==> src/rtl/conv_pkg.sv <==
// Shared definitions for the convolution write side: default geometry and writer FSM states.
package conv_pkg;
  localparam int IMG_SIZE = 256;
  localparam int KER_SIZE = 3;
  localparam int OUT_W    = IMG_SIZE - KER_SIZE + 1;
  localparam int OUT_PIX  = OUT_W * OUT_W;

  typedef enum logic [1:0] {IDLE, RUN, FLUSH, DONE} state_t;
endpackage

==> src/rtl/conv_result_writer_pix_clamp.sv <==
// Combinational accumulator-to-pixel clamp with saturation flag.
// With ABS_MAG_EN defined the clamp operates on |i_data| (magnitude output for edge kernels).
module pix_clamp
  import conv_pkg::*;
#(
  parameter int ACC_W = 20
)(
  input  logic signed [ACC_W-1:0] i_data,
  output logic        [7:0]       o_pix,
  output logic                    o_sat
);
  logic             w_neg;
  logic             w_zero;
  logic             w_big;
  logic [ACC_W:0]   w_ext;
  logic [ACC_W:0]   w_mag;

  // One extra bit so that negating the most negative sum cannot overflow.
  assign w_neg = i_data[ACC_W-1];
  assign w_ext = {w_neg, i_data};

`ifdef ABS_MAG_EN
  assign w_mag  = w_neg ? ((ACC_W+1)'(0) - w_ext) : w_ext;
  assign w_zero = 1'b0;
`else
  assign w_mag  = w_ext;
  assign w_zero = w_neg;
`endif

  assign w_big = |w_mag[ACC_W:8];
  assign o_pix = w_zero ? 8'd0 : (w_big ? 8'hFF : w_mag[7:0]);
  assign o_sat = !w_zero && w_big;
endmodule

==> src/rtl/conv_result_writer.sv <==
// Convolution result writer: clamps MAC results to pixels and writes them to the filtered RAM
// in raster order, pulsing o_done after the last write. ABS_MAG_EN selects magnitude clamping.
module conv_result_writer
  import conv_pkg::*;
#(
  parameter int               IMG_SIZE  = conv_pkg::IMG_SIZE,
  parameter int               KER_SIZE  = conv_pkg::KER_SIZE,
  parameter int               ACC_W     = 20,
  parameter int               ADDR_W    = 16,
  parameter logic [ADDR_W-1:0] BASE_ADDR = '0
)(
  input  logic                    i_clk,
  input  logic                    i_rst,
  input  logic                    i_start,
  input  logic                    i_in_valid,
  output logic                    o_in_ready,
  input  logic signed [ACC_W-1:0] i_in_data,
  output logic                    o_wr_en,
  input  logic                    i_wr_ready,
  output logic [ADDR_W-1:0]       o_wr_addr,
  output logic [7:0]              o_wr_data,
  output logic                    o_busy,
  output logic                    o_done,
  output logic [15:0]             o_sat_cnt
);
  localparam int OUT_W_L = IMG_SIZE - KER_SIZE + 1;
  localparam int CNT_W   = (OUT_W_L > 1) ? $clog2(OUT_W_L) : 1;
  localparam logic [CNT_W-1:0] LAST = CNT_W'(OUT_W_L - 1);

  state_t            r_state, w_next;
  logic [ADDR_W-1:0] r_addr;
  logic [CNT_W-1:0]  r_row, r_col;
  logic [15:0]       r_sat;
  logic              r_wr_en;
  logic [ADDR_W-1:0] r_wr_addr;
  logic [7:0]        r_wr_data;
  logic              w_accept, w_wr_done, w_last, w_start, w_sat;
  logic [7:0]        w_pix;

  pix_clamp #(.ACC_W(ACC_W)) u_clamp (
    .i_data (i_in_data),
    .o_pix  (w_pix),
    .o_sat  (w_sat)
  );

  assign w_wr_done  = r_wr_en && i_wr_ready;
  assign o_in_ready = (r_state == RUN) && (!r_wr_en || i_wr_ready);
  assign w_accept   = i_in_valid && o_in_ready;
  assign w_last     = (r_row == LAST) && (r_col == LAST);
  assign w_start    = (r_state == IDLE) && i_start;

  always_ff @(posedge i_clk or posedge i_rst) begin
    if (i_rst) r_state <= IDLE;
    else       r_state <= w_next;
  end

  always_comb begin
    w_next = r_state;
    case (r_state)
      IDLE:    if (i_start) w_next = RUN;
      RUN:     if (w_accept && w_last) w_next = FLUSH;
      FLUSH:   if (w_wr_done) w_next = DONE;
      DONE:    w_next = IDLE;
      default: w_next = IDLE;
    endcase
  end

  always_ff @(posedge i_clk or posedge i_rst) begin
    if (i_rst) begin
      r_addr <= '0;
      r_row  <= '0;
      r_col  <= '0;
      r_sat  <= '0;
    end else if (w_start) begin
      r_addr <= BASE_ADDR;
      r_row  <= '0;
      r_col  <= '0;
      r_sat  <= '0;
    end else if (w_accept) begin
      r_addr <= r_addr + 1'b1;
      if (r_col == LAST) begin
        r_col <= '0;
        r_row <= r_row + 1'b1;
      end else begin
        r_col <= r_col + 1'b1;
      end
      if (w_sat && (r_sat != 16'hFFFF)) r_sat <= r_sat + 16'd1;
    end
  end

  // Single-entry output register; a new beat only lands when the old write is granted.
  always_ff @(posedge i_clk or posedge i_rst) begin
    if (i_rst) begin
      r_wr_en   <= 1'b0;
      r_wr_addr <= '0;
      r_wr_data <= '0;
    end else if (w_accept) begin
      r_wr_en   <= 1'b1;
      r_wr_addr <= r_addr;
      r_wr_data <= w_pix;
    end else if (w_wr_done) begin
      r_wr_en   <= 1'b0;
    end
  end

  assign o_wr_en   = r_wr_en;
  assign o_wr_addr = r_wr_addr;
  assign o_wr_data = r_wr_data;
  assign o_busy    = (r_state == RUN) || (r_state == FLUSH);
  assign o_done    = (r_state == DONE);
  assign o_sat_cnt = r_sat;
endmodule

==> config.mk <==
export PLATFORM = sky130hd
export DESIGN_NAME = conv_result_writer
export DESIGN_NICKNAME = d
export VERILOG_FILES = /design/src/rtl/conv_pkg.sv /design/src/rtl/conv_result_writer_pix_clamp.sv /design/src/rtl/conv_result_writer.sv
export SDC_FILE = /design/constraint.sdc
export NUM_CORES = 1
export LEC_CHECK = 0
export ABC_AREA = 1
export BUFFER_PORTS_ARGS = -buffer_cell sky130_fd_sc_hd__clkbuf_2
export CAP_MARGIN = 5
export CELL_PAD_IN_SITES_DETAIL_PLACEMENT = 0
export CELL_PAD_IN_SITES_GLOBAL_PLACEMENT = 1
export CORE_MARGIN = 2
export CORE_UTILIZATION = 44
export CTS_CLUSTER_SIZE = 40
export DETAILED_ROUTE_END_ITERATION = 10
export PLACE_DENSITY_LB_ADDON = 0.1
export SLEW_MARGIN = 20
export SYNTH_ARGS = -nofsm -noshare
export SYNTH_HDL_FRONTEND = slang
export SYNTH_SLANG_ARGS = --single-unit
export TNS_END_PERCENT = 30
==> constraint.sdc <==
create_clock -name i_clk -period 3.75 [get_ports i_clk]
set_input_delay 0.1875 -clock i_clk [delete_from_list [all_inputs] [get_ports i_clk]]
set_output_delay 0.1875 -clock i_clk [all_outputs]
set_load 0.01 [all_outputs]
# After elaboration in Yosys (flattened, before gate mapping)
# Index checks and enable logic that the tools add are counted.
[op_classes]
muxes = 19
n_addsub = 4
eq_ne = 9
reduce_logical = 21
[ops]
columns = ["op", "count"]
rows = [
  ["$mux W16", 5],
  ["$mux W8", 8],
  ["$add A16 B1 Y16 const B", 2],
  ["$add A8 B1 Y8 const B", 2],
  ["$eq A8 B8 Y1 const B", 2],
  ["$ne A16 B16 Y1 const B", 1],
  ["$reduce_or A12 Y1", 1],
  ["$logic_and A1 B1 Y1", 8],
  ["$pmux W2 S4", 1],
  ["$reduce_bool A2 Y1", 4],
  ["$mux W2", 3],
  ["$eq A2 B2 Y1 const B", 2],
  ["$ne A2 B2 Y1 const B", 2],
  ["$reduce_and A2 Y1", 2],
  ["$reduce_and A3 Y1", 1],
  ["$eq A2 B1 Y1 const B", 1],
  ["$logic_not A1 Y1", 2],
  ["$logic_not A2 Y1", 1],
  ["$logic_or A1 B1 Y1", 2],
  ["$mux W1", 2],
  ["$ne A2 B1 Y1 const B", 1],
]
[totals]
register_bits = 75
inputBits = 25
elab_cells = 61
out_inout_bits = 44

# Depth between registers and ports, before layout
# Gate-level depths: netlist (run 1).
[depth]
word_depth = 7
depth_mapped = 11
mapped_depth_nobuf = 11

# By module
# From an unflattened synthesis (run 1), not the netlist that was laid out.
[unflattened]
cells_unflattened = 552
area_unflattened_um2 = 4134.0
[modules_own_cells]
columns = ["mod", "cells_per_inst", "area_each_um2", "seq_area_each_um2", "n_inst"]
rows = [
  ["conv_result_writer", 522, 4011.3, 1876.8, 1],
  ["pix_clamp", 30, 122.6, 0.0, 1],
]

# Worst setup path before layout (run 1)
# Ideal clock, no wire load.
[synth_path]
path_kind = "reg2reg"
startpoint = "register r_state[1]"
endpoint = "register r_state[0]"
t_required_ns = 3.629
setup_time_ns = 0.121
setup_slack_ns = 2.168
path_buffers = 0
period_less_slack_ns = 1.582
path_stages_with_launch = 10
arrival_time_ns = 1.460
path_cell_list = "dfrtp_1 -> inv_1 -> ha_1 -> nand3_4 -> nor2_2 -> nand2_1 -> nand2_1 -> nand2_1 -> nand2_1 -> o21ai_1"
[synth_via]
elab_chain_cells = 6
word_cells_on_any_way = 12
cone_classes = "eq/ne (6); mux (1); reduce/logical (5)"
[synth_lines]
columns = ["item", "line_no", "text"]
rows = [
  ["start: declaration", "conv_result_writer.sv:30", "state_t r_state, w_next;"],
  ["start signal: assignment", "conv_result_writer.sv:54", "else r_state <= w_next;"],
  ["$eq A2 B1 Y1", "conv_result_writer.sv:47, conv_result_writer.sv:59", ""],
  ["$logic_and A1 B1 Y1", "conv_result_writer.sv:47", "assign o_in_ready = (r_state == RUN) && (!r_wr_en || i_wr_ready);"],
  ["$logic_and A1 B1 Y1", "conv_result_writer.sv:48", "assign w_accept = i_in_valid && o_in_ready;"],
  ["$logic_and A1 B1 Y1", "conv_result_writer.sv:61", "RUN: if (w_accept && w_last) w_next = FLUSH;"],
  ["$ne A2 B1 Y1 (no line)", "--", ""],
  ["$reduce_and A3 Y1 (no line)", "--", ""],
]
# Parallel ways exist; a longest one is shown, timed or not.
# A chain may end at the register's enable or synchronous reset.

# Final worst setup path (run 1)
[layout_path]
startpoint = "register r_state[1]"
endpoint = "register r_addr[15]"
[layout_via]
elab_chain_cells = 4
word_cells_on_any_way = 7
cone_classes = "eq/ne (1); mux (1); reduce/logical (5)"
[layout_lines]
columns = ["item", "line_no", "text"]
rows = [
  ["$eq A2 B1 Y1", "conv_result_writer.sv:47", ""],
  ["$logic_and A1 B1 Y1", "conv_result_writer.sv:47", ""],
  ["$logic_and A1 B1 Y1", "conv_result_writer.sv:48", ""],
  ["$reduce_bool A2 Y1 (no line)", "--", ""],
  ["end signal: assignment", "conv_result_writer.sv:80", "r_addr <= r_addr + 1'b1;"],
  ["end: declaration", "conv_result_writer.sv:31", "logic [ADDR_W-1:0] r_addr;"],
]
# Parallel ways exist; a longest one is shown, timed or not.

==> results of run 1 <==
## per-stage QoR
step	instances	worst slack [ps]
6_report	717	1340
5_1_grt	717	945
4_1_cts	717	1300
3_5_place_dp	701	1320
3_3_place_gp	701	1410
2_1_floorplan	534	1650
## worst paths after layout
kind / from / endpoint / slack [ps] / cells past startpoint
max in group asynchronous: i_rst / r_row[6]$_DFFE_PP0P_ / 3060 / 3
worst max register to register: r_state[1]$_DFFE_PP0P_ / r_addr[15]$_DFFE_PP0P_ / 1340 / 9
worst min register to register: o_wr_addr[2]$_DFFE_PP0P_ / o_wr_addr[2]$_DFFE_PP0P_ / 480 / 2
worst min-delay path: i_rst / o_sat_cnt[5]$_DFFE_PP0P_ / -20 / 2
worst max-delay path: r_state[1]$_DFFE_PP0P_ / r_addr[15]$_DFFE_PP0P_ / 1340 / 9
min in group i_clk: i_in_data[0] / o_wr_data[0]$_DFFE_PP0P_ / 70 / 3
## layer usage
metal,global-route usage,wire length (um),vias up
met2,0.301,4190,57
li1,-,-,1879
met5,0,0,-
met1,0.270,4540,1684
met3,0.0320,289,4
met4,0.0527,55,0
## report_power, final
group	switching [uW]	internal, uW	leakage, uW
registers	73.2	906	0.00102
clock network	308	308	0.0000885
logic	401	197	0.00120
total	783	1410	0.00231
## logic make-up (layout without fill, tap and decap cells)
| group | Yosys count | count (layout) |
|---|---|---|
| xor+xnor | 6 | 6 |
| simple gates | 320 | 320 |
| compound gates | 52 | 52 |
| flops | 75 | 75 |
| fa+ha+maj | 11 | 11 |
| buf+inv | 70 | 142 |
## placed cells by master (no fill, tap or decap), drive strengths merged, types with 3 or more instances in the layout
cell,instances
nand2,153
clkbuf,78
dfrtp,75
nor2,64
nand3,57
inv,54
o21ai,32
nand4,17
nor3,17
a21oi,14
ha,11
nand3b,8
xor2,4
clkinvlp,3
buf,3
clkinv,3
## worst max-delay path: stages, from the launching register on
cell and delay [ps]:
dfrtp_1 420, inv_1 110, ha_1 240, nand3_4 450, inv_1 520, nand2_1 190
nor2_1 160, nand3_1 90, nand2_1 60, nor2_1 40
## area by class of cell
cell class                 instances  share of cell area
clock buffer                      10              0.0272
clock inverter                     6              0.0142
inverter                          55              0.0443
multi-input combinational        389               0.407
sequential                        75               0.401
tap                              111              0.0296
timing repair buffer              71              0.0774
## sequential cells by signal, indices dropped and copies added, names as in the netlist
| signal | flops |
|---|---|
| o_sat_cnt | 16 |
| r_col | 8 |
| o_wr_addr | 16 |
| o_wr_en | 1 |
| o_wr_data | 8 |
| r_row | 8 |
| r_state | 2 |
| r_addr | 16 |
==> impl_metrics.tcl, run 1 <==
set metrics [dict create \
    status "complete, but fails checks" \
    violations "hold timing" \
    avgViaCountPerCell 5.05 \
    arrival_ps 2640 \
    postCtsHoldBufs 0 \
    crit_type "flip-flop to flip-flop" \
    clkTransAtPathRegs_ps 80 \
    max_slew_margin 0.426 \
    multiInputGateArea_mm2 0.00191 \
    cp.required_ps 3980 \
    antenna_left 0 \
    fin_crit_sh 0.644 \
    die_h_um 100 \
    fin_util 0.514 \
    cts_setup_buffers 0 \
    final_nets 637 \
    coreArea_mm2 0.00911 \
    min_path_type "primary input to asynchronous set/reset pin" \
    hpwl_um 6390 \
    io_pins 69 \
    synth_xor_area_frac 0.0129 \
    cts_sinks 75 \
    slew_violations 0 \
    clockBufferDepth 2 \
    clk_latency_ps 340 \
    start_util 0.447 \
    grt_use_total 0.190 \
    finalPower_uw 2190 \
    tightest_slew_ps 860 \
    cts-htree-levels 3 \
    grt_max_degree 52 \
    synth-main-ff-cell "dfrtp_1" \
    yosys_warnings 0 \
    synth_compound_area_frac 0.0679 \
    drc_errors 0 \
    final-setup-viol-count 0 \
    synth_area_leaders "dfrtp_1 46%, nand2_1 14%, nand3_1 6.8%" \
    finalHoldViolations 43 \
    die_x_um 100 \
    grt_overflow_total 0 \
    dpl_cell_area_mm2 0.00449 \
    cts_tree "done" \
    start_kind "flip-flop" \
    cts-root-buf "clkbuf_8" \
    rows 35 \
    drt_iter0_drc 145 \
    synth_edf_count 0 \
    synth_top_family_by_area "simple AND/OR/NAND/NOR gates" \
    antenna_found_initial 0 \
    synthesis.area_mm2 0.00408 \
    area_growth_pct 15.0 \
    numCtsBuffers 9 \
    routed_wl_um 9070 \
    diodes 0 \
    final_layout_size_suffix_gt1_frac 0.162 \
    yosys.cell_types.count 33 \
    synthArstFlopShare 1.00 \
    seq_area_frac_synth 0.461 \
    grt_pass1_vias 3379 \
    yosysTopAreaCellShare 0.461 \
    synth_adder_area_share 0.0338 \
    max_freq_mhz 414 \
    postCtsResizedCells 0 \
    rsz0062_at_grt "no" \
    nFillCells 930 \
    final_cell_area_mm2 0.00469 \
    grt_pass1_wl_um 15600 \
    routedWlPerCell_um 12.6 \
    portBuffers 68 \
    fin_crit_ps 2410 \
    p_leak_uw 0.00231 \
    syn_avg_cell_area_um2 7.63 \
    seq_area_mm2 0.00188 \
    synth-simple-area-share 0.353 \
    power_density_mw_per_mm2 468 \
    fin_hold_ws_ps -20.7 \
    vias 3624 \
    dieArea_mm2 0.0100 \
    syn_inst 534 \
    synthTopCellsByCount "150 x nand2_1, 75 x dfrtp_1, 59 x nor2_1" \
    crit_fanout 51 \
    yosys_register_bits 75 \
    max_cap_violations 0 \
    routabilityCongestion 0.803 \
    synthMuxAreaShare 0 \
    yosysTopAreaCell "dfrtp_1" \
    setup-tns-final_ps 0 \
    dr.pass1.iters 4 \
    finalClockSkew_ps 9.62 \
    synth_most_common_cell "nand2_1" \
    peakVddDrop_mv 0.199 \
    end_kind "flip-flop" \
    syn_nets 570 \
]
No activity file was read; power rests on OpenSTA's default activity.
==> run 2: changes to the inputs <==
ABC_AREA = 0   (was 1)
CORE_UTILIZATION = 42   (was 44)
clock period = 2.3 ns   (was 3.75 ns; I/O delays follow)
==> run 2 against run 1 <==
  * The flow now finishes without violations
  * Final cell count shrank 19%
  * First-iteration DRC count shrank 9.7%
  * Synthesized cell count shrank 27%
  * Sequential cell count is the same
  * Via count shrank 16%
  * Routed wire length shrank 8.8%
  * Total power grew 56%
  * Register-to-register slack lost 1000 ps
  * Critical endpoint is now o_sat_cnt[5]$_DFFE_PP0P_
==> impl_metrics.tcl, run 2 <==
set metrics [dict create \
    io_pins 69 \
    r2r_setup_slack_ps 320 \
    grt_overflow_total 0 \
    max_cap_violations 0 \
    antenna_left 0 \
    r2r-start "r_state[1]$_DFFE_PP0P_" \
    rows 34 \
    grt_pass1_wl_um 14600 \
    peakVddDrop_mv 0.554 \
    die_h_um 98.0 \
    p_clk_frac 0.314 \
    finalClockSkew_ps 10.6 \
    finalHoldViolations 0 \
    clk_latency_ps 350 \
    cts-root-buf "clkbuf_8" \
    r2r_cells 7 \
    nFillCells 864 \
    setup_slack_ps 318 \
    synthArstFlopShare 1.00 \
    fin_crit_sh 0.862 \
    tightest_slew_ps 704 \
    end_kind "flip-flop" \
    grt_use_total 0.185 \
    cp_slowest_cell "or4_1" \
    rsz0062_at_grt "no" \
    start_util 0.429 \
    routedWlPerCell_um 14.2 \
    clockBufferDepth 2 \
    worstReg2RegEnd "o_sat_cnt[5]$_DFFE_PP0P_" \
    cp.required_ps 2580 \
    path_cells "inv_1, ha_1, nand2_1, nor3_4, nand3_2, or4_1, nand2_1" \
    final_nets 506 \
    fin_hold_ws_ps 9.99 \
    drt_iter0_drc 131 \
    switching_share 0.315 \
    yosys_register_bits 75 \
    power.share.sequential 0.501 \
    synthTopCellsByCount "82 x nand2_1, 75 x dfrtp_1, 37 x nor2_1" \
    dieArea_mm2 0.00959 \
    yosys.cell_types.count 45 \
    cp_slowest_stage_delay_ps 510 \
    max_freq_mhz 505 \
    fin_crit_ps 1980 \
    syn_avg_cell_area_um2 9.46 \
    power_density_mw_per_mm2 770 \
    setup-tns-final_ps 0 \
    routabilityCongestion 0.773 \
    final_common_cell "nand2_1" \
    grt_pass1_vias 3033 \
    pwr-share-comb 0.185 \
    die_x_um 98.0 \
    start_kind "flip-flop" \
    routed_wl_um 8270 \
    yosysTopAreaCell "dfrtp_1" \
    cts_tree "done" \
    seq_area_frac_synth 0.506 \
    syn_nets 428 \
    diodes 0 \
    coreArea_mm2 0.00864 \
    synth_edf_count 0 \
    slew_violations 0 \
    synth_area_leaders "dfrtp_1 51%, nand2_1 8.3%, xor2_1 5.2%" \
    avgViaCountPerCell 5.23 \
    min_path_type "primary input to flip-flop" \
    antenna_found_initial 0 \
    cp_common_cell "nand2_1" \
    clkTransAtPathRegs_ps 90 \
    p_leak_uw 0.00224 \
    cts-htree-levels 3 \
    hpwl_um 5780 \
    cts_setup_buffers 0 \
    max_slew_margin 0.530 \
    portBuffers 68 \
    postCtsResizedCells 0 \
    area_growth_pct 19.9 \
    vias 3049 \
    whs_path_depth 3 \
    internal_power_uw 2350 \
    numCtsBuffers 9 \
    final_layout_size_suffix_gt1_frac 0.227 \
    grt_max_degree 76 \
    dr.pass1.iters 4 \
    yosys_warnings 0 \
    place_ws_ps 336 \
    cts_sinks 75 \
    worst_hold_path.endpoint "o_wr_data[0]$_DFFE_PP0P_" \
    status "finished clean" \
    yosysTopAreaCellShare 0.506 \
    final_cell_mix "82 x nand2_1, 75 x dfrtp_1, 68 x clkbuf_2" \
    arrival_ps 2260 \
    p_sw_uw 1080 \
    syn_inst 392 \
    synth-main-ff-cell "dfrtp_1" \
    final-setup-viol-count 0 \
    hold_path.startpoint "i_in_data[0]" \
    crit_type "flip-flop to flip-flop" \
    synth_most_common_cell "nand2_1" \
    synthesis.area_mm2 0.00371 \
    crit_fanout 8 \
    drc_errors 0 \
]
[run 2: cell types whose count changed in the layout (fill, tap and decap cells not counted), moves of 8 or more]
cell     change
nand3_1     -32
buf_4        +8
or3_1        +8
o21ai_0     -21
nand2_1     -68
nor2_1      -23
inv_1       -46
and3_1      +10
xor2_1      +18
nor3_1      -10
[run 2: worst max-delay path, delay by kind of cell (launching register included)]
family | cells | cell delay (ps)
simple gates | 5 | 1200
buf+inv | 1 | 110
flops | 1 | 410
fa+ha+maj | 1 | 190
[run 2: area by class of cell]
| cell class | instances | area [um^2] | area share |
|---|---|---|---|
| inverters | 9 | 33.8 | 0.00760 |
| clock inverters | 5 | 58.8 | 0.0132 |
| flip-flops and latches | 75 | 1880 | 0.422 |
| multi-input cells | 294 | 1740 | 0.391 |
| well taps | 108 | 135 | 0.0304 |
| clock buffers | 11 | 151 | 0.0340 |
| repair buffers | 81 | 453 | 0.102 |
[run 2: how the worst max path moves through the flow]
stage | from | endpoint | depth (start not counted)
after global routing | r_state[1]$_DFFE_PP0P_ | o_sat_cnt[11]$_DFFE_PP0P_ | 7
after detailed placement | r_state[1]$_DFFE_PP0P_ | o_sat_cnt[12]$_DFFE_PP0P_ | 7
after CTS | r_state[1]$_DFFE_PP0P_ | o_sat_cnt[8]$_DFFE_PP0P_ | 7
final | r_state[1]$_DFFE_PP0P_ | o_sat_cnt[5]$_DFFE_PP0P_ | 7
after global placement | r_state[1]$_DFFE_PP0P_ | o_sat_cnt[12]$_DFFE_PP0P_ | 7
after floorplan | i_rst | o_sat_cnt[0]$_DFFE_PP0P_ | 1
[run 2: routing by layer]
metal | wire, um | GRT usage
met4 | 90 | 0.0577
met5 | 0 | 0
met2 | 3780 | 0.294
met3 | 318 | 0.0329
met1 | 4080 | 0.259
[run 2: cell families after synthesis]
logic type | count (synthesis) | synth area share
muxes | 2 | 0.00574
and+or+nand+nor | 218 | 0.301
xor gates and xnor gates | 28 | 0.0661
DFF | 75 | 0.506
AOI/OAI and AO/OA | 35 | 0.0581
buffers and inverters | 23 | 0.0256
adders and majority gates | 11 | 0.0371
[run 2: power by group through the flow]
stage	Sequential (uW)	Clock [uW]	Combinational, uW
floorplan	1750	0	359
global placement	1730	0	632
detailed placement	1740	0	642
CTS	1720	1100	648
global route	1760	1160	729
finish	1720	1070	633
[run 2: repair_timing]
item | in CTS | in global routing
endpoints found under the setup margin | 0 | 0
hold buffers | 1 | 0
endpoints found under the hold margin | 75 | 0
[run 2: stage by stage]
stage	cells	utilization	cell area [um^2]	total power, uW
after detailed placement	566	0.489	4230	2380
after CTS	583	0.515	4450	3460
after global routing	583	0.515	4450	3640
after global placement	566	0.489	4230	2360
after floorplan	392	-	3710	2110
final	583	0.515	4450	3420
